`config.mk`:
```
export PLATFORM = sky130hd
export DESIGN_NAME = seg_scan_mux_flat
export DESIGN_NICKNAME = d
export VERILOG_FILES = /design/src/rtl/seg_scan_mux_if.sv /design/src/rtl/seg_scan_mux.sv /design/src/flat_wrapper.sv
export SDC_FILE = /design/constraint.sdc
export NUM_CORES = 1
export LEC_CHECK = 0
export ABC_AREA = 1
export CAP_MARGIN = 20
export CELL_PAD_IN_SITES_DETAIL_PLACEMENT = 0
export CELL_PAD_IN_SITES_GLOBAL_PLACEMENT = 1
export CORE_ASPECT_RATIO = 0.5
export CORE_MARGIN = 8
export CORE_UTILIZATION = 35
export DETAILED_ROUTE_END_ITERATION = 12
export GPL_TIMING_DRIVEN = 0
export PLACE_DENSITY_LB_ADDON = 0.1
export SLEW_MARGIN = 20
export SYNTH_ARGS = -nofsm -noshare
export SYNTH_HDL_FRONTEND = slang
export SYNTH_SLANG_ARGS = --single-unit
```
`constraint.sdc`:
```
create_clock -name clk -period 1.6 [get_ports clk]
set_input_delay 0.32 -clock clk [delete_from_list [all_inputs] [get_ports clk]]
set_output_delay 0.32 -clock clk [all_outputs]
set_load 0.005 [all_outputs]
```
`src/rtl/seg_scan_mux_if.sv`:
```
// Bus between the digit decoder and the two-digit seven-segment scan driver.
// The decoder side uses the master modport; the scanner uses the slave modport.
interface seg_scan_mux_if;
    logic       enable;
    logic [7:0] unidades;
    logic [7:0] dezenas;
    logic [7:0] seg_out;
    logic [1:0] anodo;
    logic       frame_tick;

    modport master (
        output enable, unidades, dezenas,
        input  seg_out, anodo, frame_tick
    );

    modport slave (
        input  enable, unidades, dezenas,
        output seg_out, anodo, frame_tick
    );
endinterface

```
`src/rtl/seg_scan_mux.sv`:
```
// Time-multiplexed scan driver for a two-digit active-low seven-segment display.
// Scan order: units slot, blank gap, tens slot, blank gap. Both digit patterns
// are captured together at the start of each frame so a frame never tears.
// Optional build macro: SCAN_ZERO_SUPPRESS_EN blanks a tens digit showing "0".
module seg_scan_mux #(
    parameter int unsigned DIV_W     = 16,
    parameter int unsigned BLANK_CYC = 4
) (
    input  logic          clk,
    input  logic          rst_n,
    seg_scan_mux_if.slave bus
);

    typedef enum logic [1:0] {
        S_UNI,
        S_BLANK1,
        S_DEZ,
        S_BLANK2
    } state_t;

    localparam logic [DIV_W-1:0] SLOT_LAST  = '1;
    localparam logic [DIV_W-1:0] BLANK_LAST = DIV_W'(BLANK_CYC - 1);

    localparam logic [7:0] SEG_BLANK = 8'hFF;
    localparam logic [1:0] AN_OFF    = 2'b11;
    localparam logic [1:0] AN_UNI    = 2'b10;
    localparam logic [1:0] AN_DEZ    = 2'b01;

    state_t           state;
    logic [DIV_W-1:0] cnt;
    logic             en_q;
    logic [7:0]       shadow_uni;
    logic [7:0]       shadow_dez;
    logic             dez_lit;

    // Decide whether the captured tens digit is lit during its slot.
`ifdef SCAN_ZERO_SUPPRESS_EN
    assign dez_lit = (shadow_dez != 8'h03);
`else
    assign dez_lit = 1'b1;
`endif

    // Scan FSM: slot timing, frame capture and registered display outputs.
    // Outputs are loaded with the pattern of the state being entered (or held),
    // so they change on the same edge as the state and never see the inputs
    // combinationally; a sampled-low enable forces the blank pattern instead.
    always_ff @(posedge clk or negedge rst_n) begin
        if (!rst_n) begin
            state          <= S_BLANK2;
            cnt            <= '0;
            en_q           <= 1'b0;
            shadow_uni     <= SEG_BLANK;
            shadow_dez     <= SEG_BLANK;
            bus.seg_out    <= SEG_BLANK;
            bus.anodo      <= AN_OFF;
            bus.frame_tick <= 1'b0;
        end else begin
            en_q           <= bus.enable;
            bus.frame_tick <= 1'b0;
            if (!bus.enable) begin
                bus.seg_out <= SEG_BLANK;
                bus.anodo   <= AN_OFF;
            end else begin
                case (state)
                    S_UNI: begin
                        if (cnt == SLOT_LAST) begin
                            cnt         <= '0;
                            state       <= S_BLANK1;
                            bus.seg_out <= SEG_BLANK;
                            bus.anodo   <= AN_OFF;
                        end else begin
                            cnt         <= cnt + 1'b1;
                            bus.seg_out <= shadow_uni;
                            bus.anodo   <= AN_UNI;
                        end
                    end
                    S_BLANK1: begin
                        if (cnt == BLANK_LAST) begin
                            cnt         <= '0;
                            state       <= S_DEZ;
                            bus.seg_out <= dez_lit ? shadow_dez : SEG_BLANK;
                            bus.anodo   <= dez_lit ? AN_DEZ : AN_OFF;
                        end else begin
                            cnt         <= cnt + 1'b1;
                            bus.seg_out <= SEG_BLANK;
                            bus.anodo   <= AN_OFF;
                        end
                    end
                    S_DEZ: begin
                        if (cnt == SLOT_LAST) begin
                            cnt         <= '0;
                            state       <= S_BLANK2;
                            bus.seg_out <= SEG_BLANK;
                            bus.anodo   <= AN_OFF;
                        end else begin
                            cnt         <= cnt + 1'b1;
                            bus.seg_out <= dez_lit ? shadow_dez : SEG_BLANK;
                            bus.anodo   <= dez_lit ? AN_DEZ : AN_OFF;
                        end
                    end
                    default: begin
                        if (cnt == BLANK_LAST) begin
                            cnt            <= '0;
                            state          <= S_UNI;
                            shadow_uni     <= bus.unidades;
                            shadow_dez     <= bus.dezenas;
                            bus.seg_out    <= bus.unidades;
                            bus.anodo      <= AN_UNI;
                            bus.frame_tick <= 1'b1;
                        end else begin
                            cnt         <= cnt + 1'b1;
                            bus.seg_out <= SEG_BLANK;
                            bus.anodo   <= AN_OFF;
                        end
                    end
                endcase
            end
        end
    end

endmodule

```
`src/flat_wrapper.sv`:
```
// flat-port wrapper written by rule: the top's interface ports become plain ports
module seg_scan_mux_flat 
#(
    parameter int unsigned DIV_W     = 16,
    parameter int unsigned BLANK_CYC = 4
)
  (clk, rst_n, bus_enable, bus_unidades, bus_dezenas, bus_seg_out, bus_anodo, bus_frame_tick);
  seg_scan_mux_if bus_i ();
  input  logic clk;
  input  logic rst_n;
  input wire logic [$bits(bus_i.enable)-1:0] bus_enable;
  input wire logic [$bits(bus_i.unidades)-1:0] bus_unidades;
  input wire logic [$bits(bus_i.dezenas)-1:0] bus_dezenas;
  output wire logic [$bits(bus_i.seg_out)-1:0] bus_seg_out;
  output wire logic [$bits(bus_i.anodo)-1:0] bus_anodo;
  output wire logic [$bits(bus_i.frame_tick)-1:0] bus_frame_tick;
  assign bus_i.enable = bus_enable;
  assign bus_i.unidades = bus_unidades;
  assign bus_i.dezenas = bus_dezenas;
  assign bus_seg_out = bus_i.seg_out;
  assign bus_anodo = bus_i.anodo;
  assign bus_frame_tick = bus_i.frame_tick;
  seg_scan_mux #(.DIV_W(DIV_W), .BLANK_CYC(BLANK_CYC)) u_core (.clk(clk), .rst_n(rst_n), .bus(bus_i));
endmodule
```
==> reports/qor.yml <==
cts:
  worst_setup_hold_path_clk_slew_ns: 0.07
  clk_latency_ns: 0.29
  total_clock_buffers_created_by_cts: 5
  clock_tree_buffer_depth: 2
  htree_levels: 2
  clk_root_buf: "clkbuf_16"
  clock_sink_count: 45
  cts_tree: "done"
floorplanning:
  die_h_um: 78.0
  floorplan.core_area_um2: 7380
  initial_utilization: 0.364
  io_pins: 30
  design.die.area_um2: 10900
  die_width_um: 140
  floorplan.rows: 22
detailed_routing:
  drc: 0
  vias_per_std_cell: 4.60
  firstDrtPassIters: 4
  number_of_vias_after_detailed_routing: 2269
  finalWirelength_um: 6350
  drt-wirelength-per-cell_um: 12.9
  dr.first_iter.drc_count: 93
  ant_nets: 0
worst_setup_path:
  cp_cell_sequence: "inv_2, ha_4, buf_6, nor2_4, nor2_1, a21oi_1, nand2_1, nand2_1, nand2_1"
  timing.critical_path.slowest_cell_delay_ns: 0.55
  worstPathMaxFanout: 8
  worst_setup_path_start_kind: "register"
  worst_setup_path_end_kind: "register"
  required_worst_endpoint_ns: 1.81
  slowest_stage: "dfstp_2"
  timing_worst_setup_path_type: "register to register"
  critical-path-top-cell-by-count: "nand2_1"
  timing.critical_path.arrival_ns: 1.76
synthesis:
  yosysTopAreaCell: "dfstp_2"
  synth.avg_cell_area_um2: 7.90
  yosys.area.top_type_share: 0.274
  synth-warning-count: 0
  post_synth_inst_count: 340
  synthDistinctLibCells: 32
  synthesis.area_um2: 2690
  seq_area_frac_synth: 0.432
  synth.net_count: 365
  flop_and_latch_count_out_of_synthesis: 45
  post_synth_main_area_contributors: "dfstp_2, dfrtp_1, nand2_1, inv_1, nor2_1"
place:
  globalplace.congestion: 0.792
  numPortBuffers: 29
  dp_worst_setup_slack_ns: -0.467
  dp_hpwl_um: 4780
final_layout:
  final_core_density: 0.478
  fillers: 719
  layout.nets: 421
  layout-drive-gt1-share: 0.295
  flow.area_growth_from_synthesis_pct: 31.3
  antenna_cells_inserted: 0
power:
  p_int_mw: 2.02
  peakVddDrop_mv: 0.402
  fin_total_pwr_mw: 2.83
  leakagePower_nw: 1.73
  share_seq_of_total_power: 0.473
  power_per_cell_area_nw_per_um2: 802
  p_clk_frac: 0.355
  power.share.switching: 0.287
  total_switching_power_uw: 812
  power_frac_comb: 0.172
outcome:
  status: "complete, but fails checks"
  failing_checks: "negative hold slack"
global_route:
  grt_max_degree: 26
  total_routing_usage_gr: 0.120
  gr-total-overflow: 0
  grt_antenna_before_repair: 0
  grt_pass1_wl_um: 10700
  grt_pass1_vias: 2277
sta:
  fin_skew_ns: 0.00829
  setup_slack_ns: 0.0507
  tightest_slew_ns: 0.505
  timing_max_transition_violations_final: 0
  hold_slack_ns: -0.00785
  final.period_utilization: 0.968
  timing.final.hold_violations: 2
  max-slew-margin-rel: 0.663
  tns_ns: 0
  post-route-min-period_ns: 1.55
  count_of_final_setup_violators: 0
  rsz_0062_raised_after_global_routing: "yes"
  max_freq_mhz: 645
min_path:
  holdCritPathClass: "input pin to async pin"
flow_run:
  drv.max_cap_violation_count: 0
## logic make-up (layout without fill, tap and decap cells)
family | Yosys count | after routing | share of synthesized area
flops | 45 | 45 | 0.432
buf+inv | 62 | 119 | 0.0983
simple gates | 176 | 176 | 0.316
compound gates | 40 | 40 | 0.0894
fa+ha+maj | 6 | 6 | 0.0279
xor+xnor | 11 | 11 | 0.0359
## Yosys cell counts (all sizes together)
cell type  number
a21boi          1
a21oi          10
a31oi           1
buf             6
clkbuf          2
clkinv          7
dfrtp          17
dfstp          28
ha              6
inv            47
nand2         103
nand3          14
nand3b          8
nand4           7
nor2           43
o21ai          27
o31ai           1
or2             1
xnor2           2
xor2            9
## per-layer routing
metal / GRT usage / vias up / routed length, um
met4: 0.0322 / 0 / 61
met1: 0.145 / 1071 / 2980
met2: 0.205 / 22 / 3060
li1: - / 1167 / -
met5: 0 / - / 0
met3: 0.0360 / 9 / 247
## power groups by stage
stage,Clock [mW],Sequential (mW),Combinational (mW)
6_report,1.00,1.34,0.486
3_5_place_dp,0,1.35,0.435
4_1_cts,1.05,1.34,0.462
2_1_floorplan,0,1.32,0.305
5_1_grt,1.09,1.35,0.554
3_3_place_gp,0,1.35,0.425
## through the flow
step	instance area [um2]	std cells
global route	3530	493
floorplan	2690	340
finish	3530	493
global placement	3100	465
CTS	3310	477
detailed placement	3110	466
## worst paths after layout
check | depth (start not counted) | start | endpoint | slack [ns]
setup / recovery | 9 | u_core.state[0] | u_core.bus.seg_out[5] | 0.05
hold / removal | 1 | rst_n | u_core.cnt[6] | -0.008
setup reg to reg | 9 | u_core.state[0] | u_core.bus.seg_out[5] | 0.05
hold reg to reg | 2 | u_core.shadow_uni[6] | u_core.shadow_uni[6] | 0.48
max in group asynchronous | 2 | rst_n | u_core.shadow_uni[5] | 1.01
min in group clk | 2 | u_core.shadow_uni[6] | u_core.shadow_uni[6] | 0.48
## layout make-up
type,count,area [um2],area share
inverters,54,208,0.0589
multi-input cells,233,1360,0.387
well taps,96,120,0.0340
flip-flops and latches,45,1160,0.329
clock buffers,7,133,0.0376
repair buffers,49,448,0.127
clock inverters,1,5.00,0.00142
plain buffers,8,88.8,0.0252
## layout by cell type (no fill, tap or decap), drive strengths merged, types with 9 or more instances in the layout
| cell | instances |
|---|---|
| dfrtp | 17 |
| nand2 | 103 |
| nand3 | 14 |
| dfstp | 28 |
| nor2 | 43 |
| dlygate4sd2 | 10 |
| a21oi | 10 |
| xor2 | 9 |
| clkbuf | 9 |
| buf | 27 |
| inv | 47 |
| o21ai | 27 |
| clkdlybuf4s50 | 17 |
## registers in the layout (all words and copies together) (netlist names)
signal	cells
u_core.bus.frame_tick	1
u_core.bus.seg_out	8
u_core.shadow_dez	8
u_core.shadow_uni	8
u_core.bus.anodo	2
u_core.state	2
u_core.cnt	16
## what timing repair did
item | CTS | global route
setup endpoints to repair | 44 | 34
hold buffers | 0 | 0
pin swaps | 2 | 12
buffers inserted | 3 | 16
gates resized for setup | 26 | 25
## critical path, delay by kind of cell (launching register included)
family | cells | cell delay, ns
AO/OA/AOI/OAI | 1 | 0.14
adder cells (fa/ha/maj) | 1 | 0.16
buffers and inverters | 2 | 0.18
AND/OR/NAND/NOR | 5 | 0.44
flip-flops | 1 | 0.55
Note: power is estimated with default switching activity, not from simulation.
